<file path="config.mk">
export PLATFORM = sky130hd
export DESIGN_NAME = pipeline_hazard_ctrl_flat
export DESIGN_NICKNAME = d
export VERILOG_FILES = /design/src/rtl/pipeline_hazard_ctrl_pkg.sv /design/src/rtl/pipeline_hazard_ctrl_if.sv /design/src/rtl/pipeline_hazard_ctrl_hazard_cmp.sv /design/src/rtl/pipeline_hazard_ctrl.sv /design/src/flat_wrapper.sv
export SDC_FILE = /design/constraint.sdc
export NUM_CORES = 1
export LEC_CHECK = 0
export BUFFER_PORTS_ARGS = -buffer_cell sky130_fd_sc_hd__buf_2
export CAP_MARGIN = 20
export CORE_MARGIN = 8
export CORE_UTILIZATION = 40
export CTS_CLUSTER_DIAMETER = 80
export DETAILED_ROUTE_END_ITERATION = 10
export PLACE_DENSITY = 0.67
export SYNTH_ARGS = -nofsm -noshare
export SYNTH_HDL_FRONTEND = slang
export SYNTH_SLANG_ARGS = --single-unit
</file>
<file path="constraint.sdc">
create_clock -name clk -period 2.2 [get_ports clk]
set_input_delay 0.44 -clock clk [delete_from_list [all_inputs] [get_ports clk]]
set_output_delay 0.44 -clock clk [all_outputs]
set_load 0.02 [all_outputs]
</file>
<file path="src/rtl/pipeline_hazard_ctrl_pkg.sv">
// Shared core types: FSM state codes, operand-forward select codes, E/W shadow records.
// Latency: n/a (types and constants only).
// Backpressure: n/a.
package pipeline_hazard_ctrl_pkg;

    localparam int REG_W = 5;

    typedef logic [REG_W-1:0] reg_idx_t;

    typedef enum logic [1:0] {
        ST_RUN        = 2'b00,
        ST_LOAD_STALL = 2'b01,
        ST_FLUSH      = 2'b10
    } state_e;

    // Operand source select, also consumed by the execute-stage operand muxes.
    typedef enum logic [1:0] {
        FWD_RF = 2'b00,
        FWD_EX = 2'b01,
        FWD_WB = 2'b10
    } fwd_e;

    // What the execute stage currently holds, as far as hazards are concerned.
    typedef struct packed {
        reg_idx_t rd;
        logic     wr;
        logic     ld;
    } e_shadow_t;

    // Writeback stage only matters as a forwarding source.
    typedef struct packed {
        reg_idx_t rd;
        logic     wr;
    } w_shadow_t;

endpackage

</file>
<file path="src/rtl/pipeline_hazard_ctrl_if.sv">
// Decode/execute hazard bus between the pipeline and the hazard controller.
// Latency: n/a (wiring only).
// Backpressure: stall_f/bubble_e/flush_d flow back to the pipeline on this bus.
interface pipeline_hazard_ctrl_if #(
    parameter int CNT_W = 16
);
    import pipeline_hazard_ctrl_pkg::*;

    logic             d_valid;
    reg_idx_t         d_rs1;
    reg_idx_t         d_rs2;
    reg_idx_t         d_rd;
    logic             d_writesRd;
    logic             d_usesRs2;
    logic             d_isLoad;
    logic             e_taken;

    logic             stall_f;
    logic             bubble_e;
    logic             flush_d;
    logic [1:0]       fwd_rs1;
    logic [1:0]       fwd_rs2;
    logic [1:0]       state;
    logic [CNT_W-1:0] stall_cnt;
    logic [CNT_W-1:0] flush_cnt;

    // Pipeline side: presents decode/execute info, obeys the controls.
    modport master (
        output d_valid, d_rs1, d_rs2, d_rd, d_writesRd, d_usesRs2, d_isLoad, e_taken,
        input  stall_f, bubble_e, flush_d, fwd_rs1, fwd_rs2, state, stall_cnt, flush_cnt
    );

    // Hazard controller side.
    modport slave (
        input  d_valid, d_rs1, d_rs2, d_rd, d_writesRd, d_usesRs2, d_isLoad, e_taken,
        output stall_f, bubble_e, flush_d, fwd_rs1, fwd_rs2, state, stall_cnt, flush_cnt
    );

endinterface

</file>
<file path="src/rtl/pipeline_hazard_ctrl_hazard_cmp.sv">
// Compares one decode source against the E/W shadows: forward select plus load-use flag.
// Latency: combinational.
// Backpressure: none; load_use is the raw request, the controller decides whether to stall.
module hazard_cmp
    import pipeline_hazard_ctrl_pkg::*;
(
    input  logic      live,
    input  reg_idx_t  src,
    input  e_shadow_t e_sh,
    input  w_shadow_t w_sh,
    output fwd_e      fwd,
    output logic      load_use
);

    // Youngest producer wins; a load in E cannot forward yet, so it flags instead.
    always_comb begin
        fwd      = FWD_RF;
        load_use = 1'b0;
        if (live && e_sh.wr && (src == e_sh.rd)) begin
            if (e_sh.ld) begin
                load_use = 1'b1;
            end else begin
                fwd = FWD_EX;
            end
        end
        if ((fwd == FWD_RF) && live && w_sh.wr && (src == w_sh.rd)) begin
            fwd = FWD_WB;
        end
    end

endmodule

</file>
<file path="src/rtl/pipeline_hazard_ctrl.sv">
// Load-use stall, taken-branch flush and operand-forward control for a 5-stage pipe.
// Latency: controls are combinational from decode inputs; state/counters update on clk.
// Backpressure: stall_f holds fetch/decode one cycle per load-use; flush_d squashes FLUSH_CYCLES slots.
module pipeline_hazard_ctrl
    import pipeline_hazard_ctrl_pkg::*;
#(
    parameter int FLUSH_CYCLES = 1,
    parameter int CNT_W        = 16
) (
    input  logic                   clk,
    input  logic                   reset,
    pipeline_hazard_ctrl_if.slave  bus
);

    localparam logic [1:0] FL_LOAD = 2'(FLUSH_CYCLES - 1);

    logic [1:0]       rst_sync_q;
    logic             active;
    state_e           state_q;
    logic [1:0]       fl_cnt_q;
    e_shadow_t        e_q;
    w_shadow_t        w_q;
    logic [CNT_W-1:0] stall_cnt_q;
    logic [CNT_W-1:0] flush_cnt_q;

    logic             live1;
    logic             live2;
    fwd_e             fwd1;
    fwd_e             fwd2;
    logic             lu1;
    logic             lu2;
    logic             taken;
    logic             stall_c;
    logic             flush_c;
    logic             bubble_c;

    // Reset asserts immediately but releases two edges later, so the first live edge sees RUN.
    always_ff @(posedge clk or negedge reset) begin
        if (!reset) rst_sync_q <= 2'b00;
        else        rst_sync_q <= {rst_sync_q[0], 1'b1};
    end
    assign active = rst_sync_q[1];

    // x0 and absent instructions never take part in hazards.
    assign live1 = bus.d_valid && (bus.d_rs1 != '0);
    assign live2 = bus.d_valid && bus.d_usesRs2 && (bus.d_rs2 != '0);

    hazard_cmp u_cmp_rs1 (
        .live     (live1),
        .src      (bus.d_rs1),
        .e_sh     (e_q),
        .w_sh     (w_q),
        .fwd      (fwd1),
        .load_use (lu1)
    );

    hazard_cmp u_cmp_rs2 (
        .live     (live2),
        .src      (bus.d_rs2),
        .e_sh     (e_q),
        .w_sh     (w_q),
        .fwd      (fwd2),
        .load_use (lu2)
    );

    // A taken branch overrides everything; load-use is only honoured from RUN.
    assign taken    = active && bus.e_taken;
    assign flush_c  = taken || (active && (state_q == ST_FLUSH) && (fl_cnt_q != 2'd0));
    assign stall_c  = active && !taken && (state_q == ST_RUN) && (lu1 || lu2);
    assign bubble_c = flush_c || stall_c;

    assign bus.stall_f   = stall_c;
    assign bus.bubble_e  = bubble_c;
    assign bus.flush_d   = flush_c;
    assign bus.fwd_rs1   = active ? fwd1 : FWD_RF;
    assign bus.fwd_rs2   = active ? fwd2 : FWD_RF;
    assign bus.state     = state_q;
    assign bus.stall_cnt = stall_cnt_q;
    assign bus.flush_cnt = flush_cnt_q;

    // Control FSM: RUN / one-cycle LOAD_STALL / FLUSH countdown (skipped when FLUSH_CYCLES=1).
    always_ff @(posedge clk or negedge reset) begin
        if (!reset) begin
            state_q  <= ST_RUN;
            fl_cnt_q <= 2'd0;
        end else if (!active) begin
            state_q  <= ST_RUN;
            fl_cnt_q <= 2'd0;
        end else if (taken) begin
            fl_cnt_q <= FL_LOAD;
            state_q  <= (FL_LOAD == 2'd0) ? ST_RUN : ST_FLUSH;
        end else begin
            case (state_q)
                ST_RUN: begin
                    if (stall_c) state_q <= ST_LOAD_STALL;
                end
                ST_LOAD_STALL: begin
                    state_q <= ST_RUN;
                end
                ST_FLUSH: begin
                    if (fl_cnt_q <= 2'd1) state_q <= ST_RUN;
                    if (fl_cnt_q != 2'd0) fl_cnt_q <= fl_cnt_q - 2'd1;
                end
                default: begin
                    state_q <= ST_RUN;
                end
            endcase
        end
    end

    // E follows decode unless a bubble is inserted; W always follows E.
    always_ff @(posedge clk or negedge reset) begin
        if (!reset) begin
            e_q <= '0;
            w_q <= '0;
        end else if (!active) begin
            e_q <= '0;
            w_q <= '0;
        end else begin
            if (bubble_c || !bus.d_valid) begin
                e_q <= '0;
            end else begin
                e_q <= '{rd: bus.d_rd, wr: bus.d_writesRd, ld: bus.d_isLoad};
            end
            w_q <= '{rd: e_q.rd, wr: e_q.wr};
        end
    end

    // Saturating event counters.
    always_ff @(posedge clk or negedge reset) begin
        if (!reset) begin
            stall_cnt_q <= '0;
            flush_cnt_q <= '0;
        end else begin
            if (stall_c && (stall_cnt_q != '1)) stall_cnt_q <= stall_cnt_q + 1'b1;
            if (taken && (flush_cnt_q != '1))   flush_cnt_q <= flush_cnt_q + 1'b1;
        end
    end

endmodule

</file>
<file path="src/flat_wrapper.sv">
// flat-port wrapper written by rule: the top's interface ports become plain ports
module pipeline_hazard_ctrl_flat import pipeline_hazard_ctrl_pkg::*;
#(
    parameter int FLUSH_CYCLES = 1,
    parameter int CNT_W        = 16
)
  (clk, reset, bus_d_valid, bus_d_rs1, bus_d_rs2, bus_d_rd, bus_d_writesRd, bus_d_usesRs2, bus_d_isLoad, bus_e_taken, bus_stall_f, bus_bubble_e, bus_flush_d, bus_fwd_rs1, bus_fwd_rs2, bus_state, bus_stall_cnt, bus_flush_cnt);
  pipeline_hazard_ctrl_if #(.CNT_W(CNT_W)) bus_i ();
  input  logic clk;
  input  logic reset;
  input wire logic [$bits(bus_i.d_valid)-1:0] bus_d_valid;
  input wire logic [$bits(bus_i.d_rs1)-1:0] bus_d_rs1;
  input wire logic [$bits(bus_i.d_rs2)-1:0] bus_d_rs2;
  input wire logic [$bits(bus_i.d_rd)-1:0] bus_d_rd;
  input wire logic [$bits(bus_i.d_writesRd)-1:0] bus_d_writesRd;
  input wire logic [$bits(bus_i.d_usesRs2)-1:0] bus_d_usesRs2;
  input wire logic [$bits(bus_i.d_isLoad)-1:0] bus_d_isLoad;
  input wire logic [$bits(bus_i.e_taken)-1:0] bus_e_taken;
  output wire logic [$bits(bus_i.stall_f)-1:0] bus_stall_f;
  output wire logic [$bits(bus_i.bubble_e)-1:0] bus_bubble_e;
  output wire logic [$bits(bus_i.flush_d)-1:0] bus_flush_d;
  output wire logic [$bits(bus_i.fwd_rs1)-1:0] bus_fwd_rs1;
  output wire logic [$bits(bus_i.fwd_rs2)-1:0] bus_fwd_rs2;
  output wire logic [$bits(bus_i.state)-1:0] bus_state;
  output wire logic [$bits(bus_i.stall_cnt)-1:0] bus_stall_cnt;
  output wire logic [$bits(bus_i.flush_cnt)-1:0] bus_flush_cnt;
  assign bus_i.d_valid = bus_d_valid;
  assign bus_i.d_rs1 = bus_d_rs1;
  assign bus_i.d_rs2 = bus_d_rs2;
  assign bus_i.d_rd = bus_d_rd;
  assign bus_i.d_writesRd = bus_d_writesRd;
  assign bus_i.d_usesRs2 = bus_d_usesRs2;
  assign bus_i.d_isLoad = bus_d_isLoad;
  assign bus_i.e_taken = bus_e_taken;
  assign bus_stall_f = bus_i.stall_f;
  assign bus_bubble_e = bus_i.bubble_e;
  assign bus_flush_d = bus_i.flush_d;
  assign bus_fwd_rs1 = bus_i.fwd_rs1;
  assign bus_fwd_rs2 = bus_i.fwd_rs2;
  assign bus_state = bus_i.state;
  assign bus_stall_cnt = bus_i.stall_cnt;
  assign bus_flush_cnt = bus_i.flush_cnt;
  pipeline_hazard_ctrl #(.FLUSH_CYCLES(FLUSH_CYCLES), .CNT_W(CNT_W)) u_core (.clk(clk), .reset(reset), .bus(bus_i));
endmodule
</file>
* Word level (Yosys, flattened, before mapping)
Cells that the tools add are included.
W data, S select, Z words.
** Word-level totals
- Memory bits (read-only) :: 0
- Flip-flop bits (word level) :: 51
- Memories :: 0
- Bits of input ports :: 22
- Logic and storage cells :: 82
- Bits in latches :: 0
- Output and inout port bits :: 41
- RAM bits :: 0
** Operators by class
- Mux-type cells :: 22
- Add/subtract/negate cells :: 3
- Shifts and indexed selects :: 0
- Bitwise logic cells :: 0
- Reduce and logical (&&, ||, !) cells :: 35
- Eq/ne operators :: 11
- Multiply operators :: 0
- Div/mod/pow operators :: 0
- Magnitude comparators :: 1
** Operators by type and width (number)
- $add A16 B1 Y16 const B :: 2
- $ne A16 B16 Y1 const B :: 2
- $mux W2 :: 13
- $logic_and A1 B1 Y1 :: 21
- $eq A5 B5 Y1 :: 4
- $mux W7 :: 2
- $reduce_bool A5 Y1 :: 2
- $ne A4 B4 Y1 const B :: 2
- $logic_not A2 Y1 :: 3
- $mux W6 :: 1
- $ne A3 B3 Y1 const B :: 2
- $mux W1 :: 5
- $logic_or A1 B1 Y1 :: 4
- $pmux W2 S2 :: 1
- $reduce_and A2 Y1 :: 2
- $eq A2 B2 Y1 const B :: 1
- $le A2 B1 Y1 const B :: 1
- $logic_not A1 Y1 :: 2
- $reduce_bool A2 Y1 :: 1
- $sub A2 B1 Y2 const B :: 1

* Depth between registers and ports, before layout
- Depth in word-level cells :: 11
- Depth in mapped cells :: 8
- Depth with buffers taken out :: 7

* Hierarchy
Synthesis repeated with hierarchy kept, for this count alone.
** Unflattened totals
- Cell total of the unflattened synthesis :: 223
- Area total of the unflattened synthesis :: 2479.9 um2
** By module, submodules not included
- pipeline_hazard_ctrl :: area an instance 2189.6 um2, cells each 185, seq. area each 1201.2 um2, times used 1
- hazard_cmp :: area an instance 145.1 um2, cells each 19, seq. area each 0.0 um2, times used 2

* Worst setup path before layout
No wires, ideal clock.
- Kind :: input to output
- Start point :: input bus_d_rs2[1]
- End point :: output bus_fwd_rs2[1]
- Buffers on the path :: 1
- Stages :: 6
- Path slack :: -0.249 ns
- Required time :: 1.760 ns
- Arrival :: 2.009 ns
- Cell sequence :: or4_1 -> o21ai_1 -> or3_1 -> buf_6 -> nor2_1 -> nor4_1
** Between the ends
- Cells in the longest elaborated chain, start to end :: 11
- Elaborated cells on any way between the ends :: 13
- Those cells by class :: eq/ne: 2; mux: 3; reduce/logical: 8
** Ends and longest elaborated chain
- start, declared :: RTL line flat_wrapper.sv:13 : input wire logic [$bits(bus_i.d_rs2)-1:0] bus_d_rs2;
- $reduce_bool A5 Y1 :: RTL line pipeline_hazard_ctrl.sv:46 : assign live2 = bus.d_valid && bus.d_usesRs2 && (bus.d_rs2 != '0);
- $logic_and A1 B1 Y1 :: RTL line pipeline_hazard_ctrl.sv:46
- $logic_and A1 B1 Y1 (2 in a row) :: RTL line pipeline_hazard_ctrl_hazard_cmp.sv:19 : if (live && e_sh.wr && (src == e_sh.rd)) begin
- $mux W2 :: RTL line pipeline_hazard_ctrl_hazard_cmp.sv:19
- $logic_not A2 Y1 :: RTL line pipeline_hazard_ctrl_hazard_cmp.sv:26 : if ((fwd == FWD_RF) && live && w_sh.wr && (src == w_sh.rd)) begin
- $logic_and A1 B1 Y1 (2 in a row) :: RTL line pipeline_hazard_ctrl_hazard_cmp.sv:26
- $logic_and A1 B1 Y1 * :: RTL line pipeline_hazard_ctrl_hazard_cmp.sv:26
- $mux W2 * :: RTL line pipeline_hazard_ctrl_hazard_cmp.sv:26
- $mux W2 * :: RTL line pipeline_hazard_ctrl.sv:76 : assign bus.fwd_rs2 = active ? fwd2 : FWD_RF;
- end, declared :: RTL line flat_wrapper.sv:23 : output wire logic [$bits(bus_i.fwd_rs2)-1:0] bus_fwd_rs2;
Mark *: on every way between the ends. The rest lies on a longest branch, timed or not.

* Worst setup path in the final report
- Start point :: input bus_d_rs2[2]
- End point :: output bus_bubble_e
** Between the ends
- Cells in the longest elaborated chain, start to end :: 8
- Elaborated cells on any way between the ends :: 9
- Those cells by class :: eq/ne: 1; mux: 1; reduce/logical: 7
** Ends and longest elaborated chain
- $reduce_bool A5 Y1 :: RTL line pipeline_hazard_ctrl.sv:46
- $logic_and A1 B1 Y1 :: RTL line pipeline_hazard_ctrl.sv:46
- $logic_and A1 B1 Y1 :: RTL line pipeline_hazard_ctrl_hazard_cmp.sv:19
- $logic_and A1 B1 Y1 * :: RTL line pipeline_hazard_ctrl_hazard_cmp.sv:19
- $mux W1 * :: RTL line pipeline_hazard_ctrl_hazard_cmp.sv:19
- $logic_or A1 B1 Y1 * :: RTL line pipeline_hazard_ctrl.sv:69 : assign stall_c = active && !taken && (state_q == ST_RUN) && (lu1 || lu2);
- $logic_and A1 B1 Y1 * :: RTL line pipeline_hazard_ctrl.sv:69
- $logic_or A1 B1 Y1 * :: RTL line pipeline_hazard_ctrl.sv:70 : assign bubble_c = flush_c || stall_c;
- end, declared :: RTL line flat_wrapper.sv:20 : output wire logic [$bits(bus_i.bubble_e)-1:0] bus_bubble_e;
Marked as above.

==> key figures <==
Route
  • Drt initial violations: 59
  • # DRC: 0
  • Router iterations before antenna repair: 4
  • Detail Route Antenna Nets: 0
  • Via count: 1862
  • Final wirelength: 5380 µm
  • Drt wl/cell: 14.0 µm
  • Via/cell ratio: 4.85

Floorplanning
  • # rows: 28
  • IO Count: 63
  • Die H: 92.9 µm
  • Starting density of the core: 40.7%
  • Core area: 5820 µm²
  • DIE WIDTH: 92.9 µm
  • Die Footprint: 8640 µm²

CTS
  • CTS tree: done
  • Clock slew at the register clock pins of the worst setup and hold paths: 0.08 ns
  • Sink Count: 48
  • CTS H-Tree Depth: 2
  • Worst-skew pair later-pin latency: 0.29 ns
  • Largest buffer count on any clock path: 2
  • Root Buffer: clkbuf_8
  • CTS Buf Count: 5
  • # hold bufs at CTS: 0

Layout
  • Final #Nets: 332
  • Filler Cell Count: 547
  • Layout cells sized above 1: 36.9%
  • Area added between synthesis and finish: 33.5%
  • Most common cell after layout, fill and taps aside: buf_2
  • Most frequent cells in the layout: buf_2, dfrtp_1, xnor2_1
  • Non-Filler Instances: 384
  • FF+latch area: 1200 µm²
  • Final instance area: 3160 µm²
  • Area occupied by multi-input gates: 1210 µm²
  • Diode count: 0

Setup path
  • CP Max Fanout: 3
  • Worst EP arrival: 1.87 ns
  • Startpoint Class: input port
  • Buf/Inv on CP: 2
  • CP top delay family: simple AND/OR/NAND/NOR gates
  • Most frequent CP cell: buf_6
  • Setup CP Type: in -> out
  • Slowest-stage cell, CP: or4_4
  • Crit-path cells: buf_6 -> or4_4 -> o21ai_4 -> or3_4 -> a21oi_4 -> or2_4 -> buf_6
  • Setup crit end kind: output pin
  • Required @ worst endpoint: 1.76 ns
  • Delay of the slowest critical-path stage: 0.55 ns
  • Reg2Reg Depth: 8
  • FF-to-FF Start: u_core.e_q[4]
  • R2R setup slack: 0.12 ns
  • RR Endpoint: u_core.bus.stall_cnt[5]

Synth
  • Avg Inst Size Synth: 10.7 µm²
  • Synth Register Bits: 48
  • Yosys top cell by area: dfrtp_1
  • Post-synthesis mux area share: 0.951%
  • Yosys warning count: 0
  • Synth area leaders: dfrtp_1, xnor2_1, nand4_1
  • Synth Instances: 221
  • Adder-cell area share of the yosys netlist: 1.06%
  • Top_reg_cell synth: dfrtp_1
  • Async S/R FF share, synth: 100%
  • Unique masters post-synth: 35
  • Mapped Area: 2370 µm²
  • Largest family of logic cells by synthesized area: simple AND/OR/NAND/NOR gates
  • Compound-Gate Fraction of Synth Area: 3.07%
  • Sequential area share after synthesis: 50.7%
  • Post-Synth Simple-Gate Area: 23.8%
  • Synthesized Nets: 245
  • EDFF count, synth: 0
  • Share of the synthesized area in the top cell type: 50.7%
  • Synth Area in XOR/XNOR: 18.1%

Placed design
  • GPL Wtd Cong: 0.851
  • Placed Cells incl. Taps: 372
  • Pre-CTS setup slack: -0.204 ns
  • Placed cell area: 2940 µm²
  • Post-DP HPWL: 4260 µm
  • Port Buf Inserts: 61

STA
  • Final Hold Viols: 0
  • Worst setup margin: -0.106 ns
  • Tmin final: 2.31 ns
  • Total Neg Setup Slack: -0.202 ns
  • F_max: 434 MHz
  • Clock Skews: 0.00504 ns
  • RSZ-0062 raised after global routing: true
  • Max_slew headroom: 60.7%
  • Slew Limit Fails: 0
  • Least-Margin Pin Slew: 0.590 ns
  • Fin crit share: 105%
  • Setup violations, final: 4

Run status
  • Status: finished with violations
  • Failing checks: setup timing

Power
  • P_leak: 0.00146 µW
  • Worst IR Drop VDD: 0.000434 V
  • PnR Total Power: 1920 µW
  • Power density cells: 608 nW/µm²

Global routing
  • GRT Total Usage: 13.2%
  • Vias in the first global route: 1883
  • Wire length of the first global-routing pass: 9110 µm
  • Largest net degree at the start of global routing: 26
  • Grt ovf: 0
  • Initial antenna violation count: 0

Flow run
  • Max-cap viol count: 0

Min path
  • Worst Hold Class: in -> async
-- worst max-delay path by stage --
| stage | from | to | slack [ns] | cells after the start |
|---|---|---|---|---|
| CTS | bus_d_rs2[2] | bus_bubble_e | -0.1 | 7 |
| detailed placement | bus_d_rs1[0] | bus_bubble_e | -0.20 | 7 |
| finish | bus_d_rs2[2] | bus_bubble_e | -0.11 | 7 |
| floorplan | bus_d_rs2[1] | bus_bubble_e | -0.0001 | 6 |
| global route | u_core.e_q[6] | bus_bubble_e | -0.20 | 6 |
| global placement | bus_d_rs1[0] | bus_bubble_e | -0.18 | 7 |
-- through the flow --
| step | utilization, % | hold WS, ns |
|---|---|---|
| floorplan | - | 0.144 |
| global placement | 50.6 | 0.332 |
| detailed placement | 50.6 | 0.336 |
| CTS | 53.9 | 0.162 |
| global route | 54.3 | 0.167 |
| finish | 54.3 | 0.141 |
-- kinds of logic after synthesis --
family          count (synthesis)
other cells                     2
xor+xnor                       49
fa+ha+maj                       2
buf+inv                         7
mux                             2
flops                          48
simple gates                  103
compound gates                  8
-- cell usage after synthesis, types with 2 or more instances --
master   instances
dfrtp_1         48
xnor2_1         43
nand2_1         19
nand3_1         14
nand4_1         14
and2_1          13
nor2_1          13
nor3_1           7
xor2_1           6
nor4_1           4
or2_2            4
a21oi_1          3
and3_1           3
or3_1            3
buf_6            2
conb_1           2
ha_1             2
inv_1            2
mux2_2           2
or4_1            2
-- final cells by class --
cell class,count,area share (%)
multi-input cells,166,38.2
repair buffers,85,17.6
flip-flops and latches,48,38.0
inverters,2,0.238
clock inverters,1,0.238
clock buffers,7,2.73
well taps,75,2.97
-- power by group --
group	switching (µW)	internal, µW	total (µW)
clock	280	256	536
combinational	210	153	363
sequential	83.4	940	1020
-- layer usage --
layer  track usage (%)  share of wire (%)
met4              5.23                1.5
met3              3.40                4.3
met1              16.6                 44
met2              21.3                 50
met5                 0                  0
-- sequential cells by signal (all words and copies together) (netlist names) --
| name | flops |
|---|---|
| u_core.bus.flush_cnt | 16 |
| u_core.bus.stall_cnt | 16 |
| u_core.bus.state | 1 |
| u_core.e_q | 7 |
| u_core.rst_sync_q | 2 |
| u_core.w_q | 6 |
-- timing repair --
action | in CTS | in global routing
setup buffers | 3 | 1
hold endpoints to repair | 0 | 0
setup endpoints to repair | 6 | 8
gates resized for setup | 20 | 5
pin swaps | 13 | 3
Power figures use the tool's default switching activity.
